==> src/rtl/dot_product_stream_pkg.sv <==
// Shared types and helpers for the streaming dot-product engine.
package dot_product_stream_pkg;

    typedef enum logic [1:0] {IDLE, ACCUM, DRAIN, HOLD} state_t;

    localparam int unsigned SAT_W = 64;

    typedef struct packed {
        logic signed [SAT_W-1:0] val;
        logic                    sat;
    } sat_res_t;

    function automatic int unsigned prod_w(input int unsigned pix_w, input int unsigned wgt_w);
        return pix_w + wgt_w + 1;
    endfunction

    function automatic int unsigned tree_depth(input int unsigned lanes);
        return $clog2(lanes);
    endfunction

    // Clip a signed value into the range of an out_w-bit two's complement number.
    function automatic sat_res_t sat_signed(input logic signed [SAT_W-1:0] val,
                                            input int unsigned out_w);
        logic signed [SAT_W-1:0] hi;
        logic signed [SAT_W-1:0] lo;
        sat_res_t                r;
        hi    = $signed((SAT_W'(1) << (out_w - 1)) - SAT_W'(1));
        lo    = ~hi;
        r.val = val;
        r.sat = 1'b0;
        if (val > hi) begin
            r.val = hi;
            r.sat = 1'b1;
        end else if (val < lo) begin
            r.val = lo;
            r.sat = 1'b1;
        end
        return r;
    endfunction

endpackage

==> src/rtl/dot_product_stream_if.sv <==
// Beat input and result output handshake bundle of the dot-product engine.
interface dot_product_stream_if #(
    parameter int unsigned LANES = 4,
    parameter int unsigned PIX_W = 10,
    parameter int unsigned WGT_W = 19,
    parameter int unsigned OUT_W = 26
);
    logic                     in_valid;
    logic                     in_ready;
    logic                     in_last;
    logic [LANES*PIX_W-1:0]   in_pixel;
    logic [LANES*WGT_W-1:0]   in_weight;
    logic [WGT_W-1:0]         in_bias;
    logic                     out_valid;
    logic                     out_ready;
    logic [OUT_W-1:0]         out_data;
    logic                     out_sat;
    logic                     out_overrun;

    modport master (
        output in_valid, in_last, in_pixel, in_weight, in_bias, out_ready,
        input  in_ready, out_valid, out_data, out_sat, out_overrun
    );

    modport slave (
        input  in_valid, in_last, in_pixel, in_weight, in_bias, out_ready,
        output in_ready, out_valid, out_data, out_sat, out_overrun
    );
endinterface

==> src/rtl/dot_product_stream_tree.sv <==
// Registered binary adder tree; one register level per tree level, tags pipelined alongside.
module dp_adder_tree #(
    parameter int unsigned LANES = 4,
    parameter int unsigned ACC_W = 40
) (
    input  logic                     clk,
    input  logic                     rst,
    input  logic                     in_valid,
    input  logic                     in_first,
    input  logic                     in_last,
    input  logic [LANES*ACC_W-1:0]   in_data,
    output logic                     out_valid,
    output logic                     out_first,
    output logic                     out_last,
    output logic signed [ACC_W-1:0]  out_sum
);
    localparam int unsigned TD    = $clog2(LANES);
    localparam int unsigned NODES = LANES - 1;

    logic signed [ACC_W-1:0] node_q [NODES];
    logic signed [ACC_W-1:0] heap   [2*LANES-1];
    logic [TD-1:0]           vld_q;
    logic [TD-1:0]           first_q;
    logic [TD-1:0]           last_q;

    // Heap view: internal nodes are registers, leaves are the lane inputs.
    always_comb begin
        heap = '{default: '0};
        for (int i = 0; i < NODES; i++) begin
            heap[i] = node_q[i];
        end
        for (int k = 0; k < LANES; k++) begin
            heap[NODES+k] = $signed(in_data[k*ACC_W +: ACC_W]);
        end
    end

    always_ff @(posedge clk) begin
        for (int i = 0; i < NODES; i++) begin
            node_q[i] <= heap[2*i+1] + heap[2*i+2];
        end
    end

    always_ff @(posedge clk) begin
        if (rst) begin
            vld_q   <= '0;
            first_q <= '0;
            last_q  <= '0;
        end else begin
            vld_q[0]   <= in_valid;
            first_q[0] <= in_first;
            last_q[0]  <= in_last;
            for (int i = 1; i < TD; i++) begin
                vld_q[i]   <= vld_q[i-1];
                first_q[i] <= first_q[i-1];
                last_q[i]  <= last_q[i-1];
            end
        end
    end

    assign out_valid = vld_q[TD-1];
    assign out_first = first_q[TD-1];
    assign out_last  = last_q[TD-1];
    assign out_sum   = node_q[0];

endmodule

==> src/rtl/dot_product_stream.sv <==
// Streaming fixed-point dot product: multiply, tree-reduce, accumulate over beats,
// add bias and saturate; one vector in flight, result held until consumed.
module dot_product_stream
    import dot_product_stream_pkg::*;
#(
    parameter int unsigned LANES      = 4,
    parameter int unsigned PIX_W      = 10,
    parameter int unsigned WGT_W      = 19,
    parameter int unsigned ACC_W      = 40,
    parameter int unsigned OUT_W      = 26,
    parameter int unsigned FRAC_SHIFT = 0,
    parameter int unsigned MAX_BEATS  = 256
) (
    input  logic                 clk,
    input  logic                 GlobalReset,
    dot_product_stream_if.slave  bus
);
    localparam int unsigned PROD_W = prod_w(PIX_W, WGT_W);
    localparam int unsigned SUM_W  = ACC_W + 1;
    // One spare count above MAX_BEATS so the overrun value always fits.
    localparam int unsigned CNT_W  = $clog2(MAX_BEATS + 2);
    localparam logic [CNT_W-1:0] CNT_LIM = CNT_W'(MAX_BEATS);
    localparam logic [CNT_W-1:0] CNT_SAT = CNT_W'(MAX_BEATS + 1);

    state_t                   state;
    logic [CNT_W-1:0]         beat_cnt;
    logic signed [WGT_W-1:0]  bias_q;
    logic                     accept;

    logic signed [PROD_W-1:0] prod [LANES];
    logic [LANES*ACC_W-1:0]   prod_ext;

    logic [LANES*ACC_W-1:0]   p1_data;
    logic                     p1_v, p1_first, p1_last;

    logic                     tree_v, tree_first, tree_last;
    logic signed [ACC_W-1:0]  tree_sum;

    logic signed [ACC_W-1:0]  acc;
    logic                     acc_v, acc_last;

    logic signed [SUM_W-1:0]  final_sum;
    sat_res_t                 sat_res;
    logic                     fin_v, fin_sat;
    logic [OUT_W-1:0]         fin_data;

    assign accept = bus.in_valid && bus.in_ready;

    // Signed weight times zero-extended pixel, scaled, widened to the accumulator.
    always_comb begin
        prod     = '{default: '0};
        prod_ext = '0;
        for (int k = 0; k < LANES; k++) begin
            prod[k] = PROD_W'($signed(bus.in_weight[k*WGT_W +: WGT_W]))
                    * PROD_W'($signed({1'b0, bus.in_pixel[k*PIX_W +: PIX_W]}));
            prod_ext[k*ACC_W +: ACC_W] = ACC_W'(prod[k] >>> FRAC_SHIFT);
        end
    end

    always_ff @(posedge clk) begin
        if (GlobalReset) begin
            p1_v     <= 1'b0;
            p1_first <= 1'b0;
            p1_last  <= 1'b0;
        end else begin
            p1_v <= accept;
            if (accept) begin
                p1_data  <= prod_ext;
                p1_first <= (state == IDLE);
                p1_last  <= bus.in_last;
            end
        end
    end

    dp_adder_tree #(
        .LANES (LANES),
        .ACC_W (ACC_W)
    ) u_tree (
        .clk       (clk),
        .rst       (GlobalReset),
        .in_valid  (p1_v),
        .in_first  (p1_first),
        .in_last   (p1_last),
        .in_data   (p1_data),
        .out_valid (tree_v),
        .out_first (tree_first),
        .out_last  (tree_last),
        .out_sum   (tree_sum)
    );

    // First beat of a vector loads the accumulator instead of adding.
    always_ff @(posedge clk) begin
        if (GlobalReset) begin
            acc      <= '0;
            acc_v    <= 1'b0;
            acc_last <= 1'b0;
        end else begin
            acc_v    <= tree_v;
            acc_last <= tree_last;
            if (tree_v) begin
                acc <= tree_first ? tree_sum : acc + tree_sum;
            end
        end
    end

    always_comb begin
        final_sum = SUM_W'(acc) + SUM_W'(bias_q);
        sat_res   = sat_signed(SAT_W'(final_sum), OUT_W);
    end

    always_ff @(posedge clk) begin
        if (GlobalReset) begin
            fin_v    <= 1'b0;
            fin_data <= '0;
            fin_sat  <= 1'b0;
        end else begin
            fin_v <= acc_v && acc_last;
            if (acc_v && acc_last) begin
                fin_data <= OUT_W'(sat_res.val);
                fin_sat  <= sat_res.sat;
            end
        end
    end

    // Control FSM: owns the handshake outputs, beat counter and bias capture.
    always_ff @(posedge clk) begin
        if (GlobalReset) begin
            state           <= IDLE;
            bus.in_ready    <= 1'b1;
            bus.out_valid   <= 1'b0;
            bus.out_data    <= '0;
            bus.out_sat     <= 1'b0;
            bus.out_overrun <= 1'b0;
            beat_cnt        <= '0;
            bias_q          <= '0;
        end else begin
            case (state)
                IDLE: begin
                    if (accept) begin
                        bias_q   <= $signed(bus.in_bias);
                        beat_cnt <= CNT_W'(1);
                        if (bus.in_last) begin
                            state        <= DRAIN;
                            bus.in_ready <= 1'b0;
                        end else begin
                            state <= ACCUM;
                        end
                    end
                end
                ACCUM: begin
                    if (accept) begin
                        if (beat_cnt != CNT_SAT) begin
                            beat_cnt <= beat_cnt + CNT_W'(1);
                        end
                        if (bus.in_last) begin
                            state        <= DRAIN;
                            bus.in_ready <= 1'b0;
                        end
                    end
                end
                DRAIN: begin
                    if (fin_v) begin
                        state           <= HOLD;
                        bus.out_valid   <= 1'b1;
                        bus.out_data    <= fin_data;
                        bus.out_sat     <= fin_sat;
                        bus.out_overrun <= (beat_cnt > CNT_LIM);
                    end
                end
                HOLD: begin
                    if (bus.out_ready) begin
                        state           <= IDLE;
                        bus.out_valid   <= 1'b0;
                        bus.out_sat     <= 1'b0;
                        bus.out_overrun <= 1'b0;
                        bus.in_ready    <= 1'b1;
                        beat_cnt        <= '0;
                    end
                end
                default: state <= IDLE;
            endcase
        end
    end

endmodule

==> src/flat_wrapper.sv <==
// flat-port wrapper written by rule: the top's interface ports become plain ports
module dot_product_stream_flat import dot_product_stream_pkg::*;
#(
    parameter int unsigned LANES      = 4,
    parameter int unsigned PIX_W      = 10,
    parameter int unsigned WGT_W      = 19,
    parameter int unsigned ACC_W      = 40,
    parameter int unsigned OUT_W      = 26,
    parameter int unsigned FRAC_SHIFT = 0,
    parameter int unsigned MAX_BEATS  = 256
)
  (clk, GlobalReset, bus_in_valid, bus_in_last, bus_in_pixel, bus_in_weight, bus_in_bias, bus_out_ready, bus_in_ready, bus_out_valid, bus_out_data, bus_out_sat, bus_out_overrun);
  dot_product_stream_if #(.LANES(LANES), .PIX_W(PIX_W), .WGT_W(WGT_W), .OUT_W(OUT_W)) bus_i ();
  input  logic clk;
  input  logic GlobalReset;
  input wire logic [$bits(bus_i.in_valid)-1:0] bus_in_valid;
  input wire logic [$bits(bus_i.in_last)-1:0] bus_in_last;
  input wire logic [$bits(bus_i.in_pixel)-1:0] bus_in_pixel;
  input wire logic [$bits(bus_i.in_weight)-1:0] bus_in_weight;
  input wire logic [$bits(bus_i.in_bias)-1:0] bus_in_bias;
  input wire logic [$bits(bus_i.out_ready)-1:0] bus_out_ready;
  output wire logic [$bits(bus_i.in_ready)-1:0] bus_in_ready;
  output wire logic [$bits(bus_i.out_valid)-1:0] bus_out_valid;
  output wire logic [$bits(bus_i.out_data)-1:0] bus_out_data;
  output wire logic [$bits(bus_i.out_sat)-1:0] bus_out_sat;
  output wire logic [$bits(bus_i.out_overrun)-1:0] bus_out_overrun;
  assign bus_i.in_valid = bus_in_valid;
  assign bus_i.in_last = bus_in_last;
  assign bus_i.in_pixel = bus_in_pixel;
  assign bus_i.in_weight = bus_in_weight;
  assign bus_i.in_bias = bus_in_bias;
  assign bus_i.out_ready = bus_out_ready;
  assign bus_in_ready = bus_i.in_ready;
  assign bus_out_valid = bus_i.out_valid;
  assign bus_out_data = bus_i.out_data;
  assign bus_out_sat = bus_i.out_sat;
  assign bus_out_overrun = bus_i.out_overrun;
  dot_product_stream #(.LANES(LANES), .PIX_W(PIX_W), .WGT_W(WGT_W), .ACC_W(ACC_W), .OUT_W(OUT_W), .FRAC_SHIFT(FRAC_SHIFT), .MAX_BEATS(MAX_BEATS)) u_core (.clk(clk), .GlobalReset(GlobalReset), .bus(bus_i));
endmodule
==> config.mk <==
export PLATFORM = sky130hd
export DESIGN_NAME = dot_product_stream_flat
export DESIGN_NICKNAME = d
export VERILOG_FILES = /design/src/rtl/dot_product_stream_pkg.sv /design/src/rtl/dot_product_stream_if.sv /design/src/rtl/dot_product_stream_tree.sv /design/src/rtl/dot_product_stream.sv /design/src/flat_wrapper.sv
export SDC_FILE = /design/constraint.sdc
export NUM_CORES = 2
export LEC_CHECK = 0
export ABC_AREA = 1
export BUFFER_PORTS_ARGS = -buffer_cell sky130_fd_sc_hd__buf_2
export CAP_MARGIN = 20
export CORE_MARGIN = 10
export CORE_UTILIZATION = 49
export CTS_BUF_LIST = sky130_fd_sc_hd__clkbuf_2
export CTS_CLUSTER_SIZE = 14
export DETAILED_ROUTE_END_ITERATION = 10
export PLACE_DENSITY = 0.7
export SYNTH_ARGS = -nofsm -noshare
export SYNTH_HDL_FRONTEND = slang
export SYNTH_SLANG_ARGS = --single-unit
==> constraint.sdc <==
create_clock -name clk -period 8.6 [get_ports clk]
set_input_delay 0.86 -clock clk [delete_from_list [all_inputs] [get_ports clk]]
set_output_delay 0.86 -clock clk [all_outputs]
set_load 0.05 [all_outputs]
==> results.md <==
* Crit path top cell by count: fa_1
* Layout area overhead at 5.732%
* Final count of hold timing violations at 0
* Unique cell type count in the Yosys netlist at 58
* Avg Vias per Cell at ~5.1
* Width of the die at 343.1 um
* Area leader, netlist: fa_1
* Worst skew pair latency at around 1.2 ns
* Post-DRT Antenna Nets at 0
* Largest net degree at the start of global routing at 73
* Number of I/O pins at 170
* First DRT Iteration DRCs at around 2.4k
* Num CTS Buffers at 95
* Startpoint types: primary input
* CTS resizes at 0
* Core area at 103,600 sq um
* Row count at around 120
* Lkg Pwr at 0.02995 uW
* Synth Warn # at 0
* Die height at roughly 340 um
* GR Util All Layers at roughly 22%
* Ranking of synthesized cells by area: fa_1, inv_1, nand2_1
* Final Critical Period at 5.267 ns
* Slowest stage delay, CP at between 0.5 and 0.6 ns
* Initial Util at 49.35%
* Clk buf depth at 3
* # setup viols final at 0
* Port Buf Inserts at about 170
* GP Congestion at just over 0.9
* Met1 usage in global routing at ~28%
* FF+latch area at 8788 sq um
* Post-Syn Nets at between 7k and 8k
* Top Family by Delay on Critical Path: adder cells
* Overall via count from detail_route at roughly 42k
* DRC Markers at 0
* Commonest non-fill, non-tap cell in the layout: inv_1
* Global routing met2 resource utilization at between 30 and 40%
* Max_cap viols at 0
* Yosys top cell area share at between 20% and 30%
* Clock Skews at ~0.13 ns
* PwrDens at roughly 370 nW/um^2
* Fmax at around 0.19 GHz
* GR peak layer: met2
* Post-DP Area at between 50,000 and 60,000 sq um
* Pre-Repair DR Iteration Count at 6
* CP max stage cell: fa_1
* Outcome: finished, final reports clean
* Multi-input gate area at 35,370 sq um
* H-tree Lvls at 3
* Synth Instances at ~6.7k
* Layout Nets at ~8.1k
* Sequential element share of the synthesized area at between 15 and 20%
* Share of cells above drive strength 1 at ~6%
* CP endpoint kind: flop
* Worst vdd ir at approximately 280 uV
* Global route overflow at 0
* First-pass GRT wire length at between 200 and 250 mm
* Buffer and inverter count on the worst path at 4
* RSZ-0062 raised after global routing: no
* Die area at ~120,000 sq um
* Worst path required time at 9.39 ns
* Finished Core Util at a little over half
* M3 GR Usage at about 2.6%
* Routed len/inst at between 15 and 20 um
* Clock-pin slew on the worst setup and hold paths at 0.09 ns
* Commonest non-fill, non-tap cells in the layout: inv_1, nand2_1, fa_1
* Crit-path max FO at 19
* Slew margin rel. at between 20% and 30%
* Tcrit/Tclk final at between 60% and 70%
* Root buffer cell: clkbuf_2
* Dpl hpwl at ~110 mm
* Vias in the first global route at 43.35k
* FILL cells at 10.18k
* Worst-Margin Slew at roughly 1.1 ns
* Worst Path Arrival at slightly above 6 ns
* Avg Cell Area, Syn at 7.611 sq um
* Initial antenna violation count at 10
* Sink Count at 379
* Critical setup path kind: primary input to flop
* CP Cell Sequence: buf_2 -> nand2_1 -> fa_1 -> inv_1 -> fa_1 -> fa_1 -> fa_1 -> inv_1 -> fa_1 -> inv_1 -> ha_1 -> a21oi_1 -> a21boi_0 -> nand3_1 -> a21boi_0 -> o21ai_0 -> a21oi_1 -> o21ai_0 -> xor2_1
* Design Area, Final at about 54,000 sq um
* Total wire length at 130.0 mm
* Synthesized cell area at ~50,000 sq um
* CTS tree: done
* Hold Crit Class: primary input to flop
* Yosys reg bits at 379
* Final max-slew violation count at 0
* Setup TNS Final at 0 ns
==> routing by layer <==
| metal | share of wire [%] | up-vias | wire length [um] |
|---|---|---|---|
| met5 | 0.021 | - | 27 |
| met4 | 3.9 | 4 | 5117 |
| met3 | 4.3 | 272 | 5583 |
| met2 | 50 | 1027 | 64520 |
| met1 | 42 | 20090 | 54710 |
| li1 | - | 20530 | - |
==> power breakdown <==
group	internal, uW	total (uW)	leakage (uW)	switching, uW
clock network	502	1260	0.000677	758
registers	3170	3640	0.00326	467
logic	5860	15300	0.0260	9460
total	9530	20200	0.0300	10700
==> worst reg2reg max path, delay by kind of cell (launching register included) <==
kind	cells	cell delay (ns)
adder cells (fa/ha/maj)	1	0.45
AO/OA/AOI/OAI	3	1.29
flip-flops	1	0.93
buffers and inverters	1	0.04
AND/OR/NAND/NOR	10	1.38
==> what timing repair did <==
| item | CTS | global route |
|---|---|---|
| endpoints found under the hold margin | 22 | 0 |
| hold buffers | 20 | 0 |
| buffers inserted | 0 | 0 |
==> cell type report <==
| class | count | share of cell area, % |
|---|---|---|
| inverter | 1649 | 11.45 |
| tap | 1380 | 3.193 |
| multi-input combinational | 4488 | 65.40 |
| sequential | 379 | 16.25 |
| clock buffer | 140 | 1.296 |
| timing repair buffer | 196 | 2.032 |
| antenna | 6 | 0.02777 |
| clock inverter | 30 | 0.3494 |
==> stage by stage <==
step / setup slack, ns / hold slack (ns) / instances / power, uW
5_1_grt: 3.147 / 0.1239 / 8268 / 22560
2_1_floorplan: 1.523 / 0.3883 / 6720 / 15040
3_5_place_dp: 2.283 / 0.3960 / 8072 / 18930
3_3_place_gp: 2.326 / 0.3959 / 8072 / 18720
4_1_cts: 3.499 / 0.04170 / 8262 / 20300
6_report: 3.333 / 0.1972 / 8268 / 20210
==> state kept, by name, summed over array words and instances, names as in the netlist, 2 cells and up <==
name	cells
u_core.u_tree.vld_q	2
u_core.bus.out_data	26
u_core.fin_data	26
u_core.p1_data	120
u_core.u_tree.node_q	120
u_core.beat_cnt	9
u_core.u_tree.last_q	2
u_core.state	2
u_core.acc	40
u_core.u_tree.first_q	2
u_core.bias_q	19
==> Yosys cell counts (all sizes together) <==
master / count
o211ai: 22
fa: 681
mux2i: 1
o21ai: 251
or2: 5
o2111ai: 3
a221oi: 4
a31oi: 29
a21o: 20
nor2: 389
clkbuf: 165
o41ai: 1
o21bai: 17
inv: 1647
nand2: 1618
o311a: 1
xor2: 162
nor3: 36
o32ai: 1
and2: 3
o22ai: 7
o31ai: 3
nor4: 11
o221a: 1
xnor2: 104
buf: 39
nand3: 148
edfxtp: 120
a31o: 4
a21oi: 417
nand3b: 5
a21boi: 21
dfxtp: 259
a211oi: 9
ha: 453
o221ai: 13
clkinv: 2
o21a: 16
and3: 1
nor3b: 3
o31a: 3
nand4: 25
==> logic make-up after synthesis <==
kind of cell,Yosys count,synth area share (%)
xor+xnor,266,4.555
buf+inv,1853,13.68
mux,1,0.01957
compound gates,843,9.292
fa+ha+maj,1134,37.74
flops,379,17.18
simple gates,2244,17.53
==> final timing paths <==
check / startpoint / to / slack [ns] / cells after the start
max: bus_in_pixel[25] / u_core.p1_data[103]$_DFFE_PP_ / 3.33 / 19
min: bus_out_ready / u_core.bus.out_sat$_SDFFE_PP0P_ / 0.20 / 4
max reg2reg: u_core.bias_q[18]$_SDFFE_PP0P_ / u_core.fin_data[3]$_SDFFE_PP0P_ / 4.29 / 15
min reg2reg: u_core.u_tree.last_q[1]$_SDFF_PP0_ / u_core.acc_last$_SDFF_PP0_ / 0.37 / 2
(Power assumes the default switching activity.)
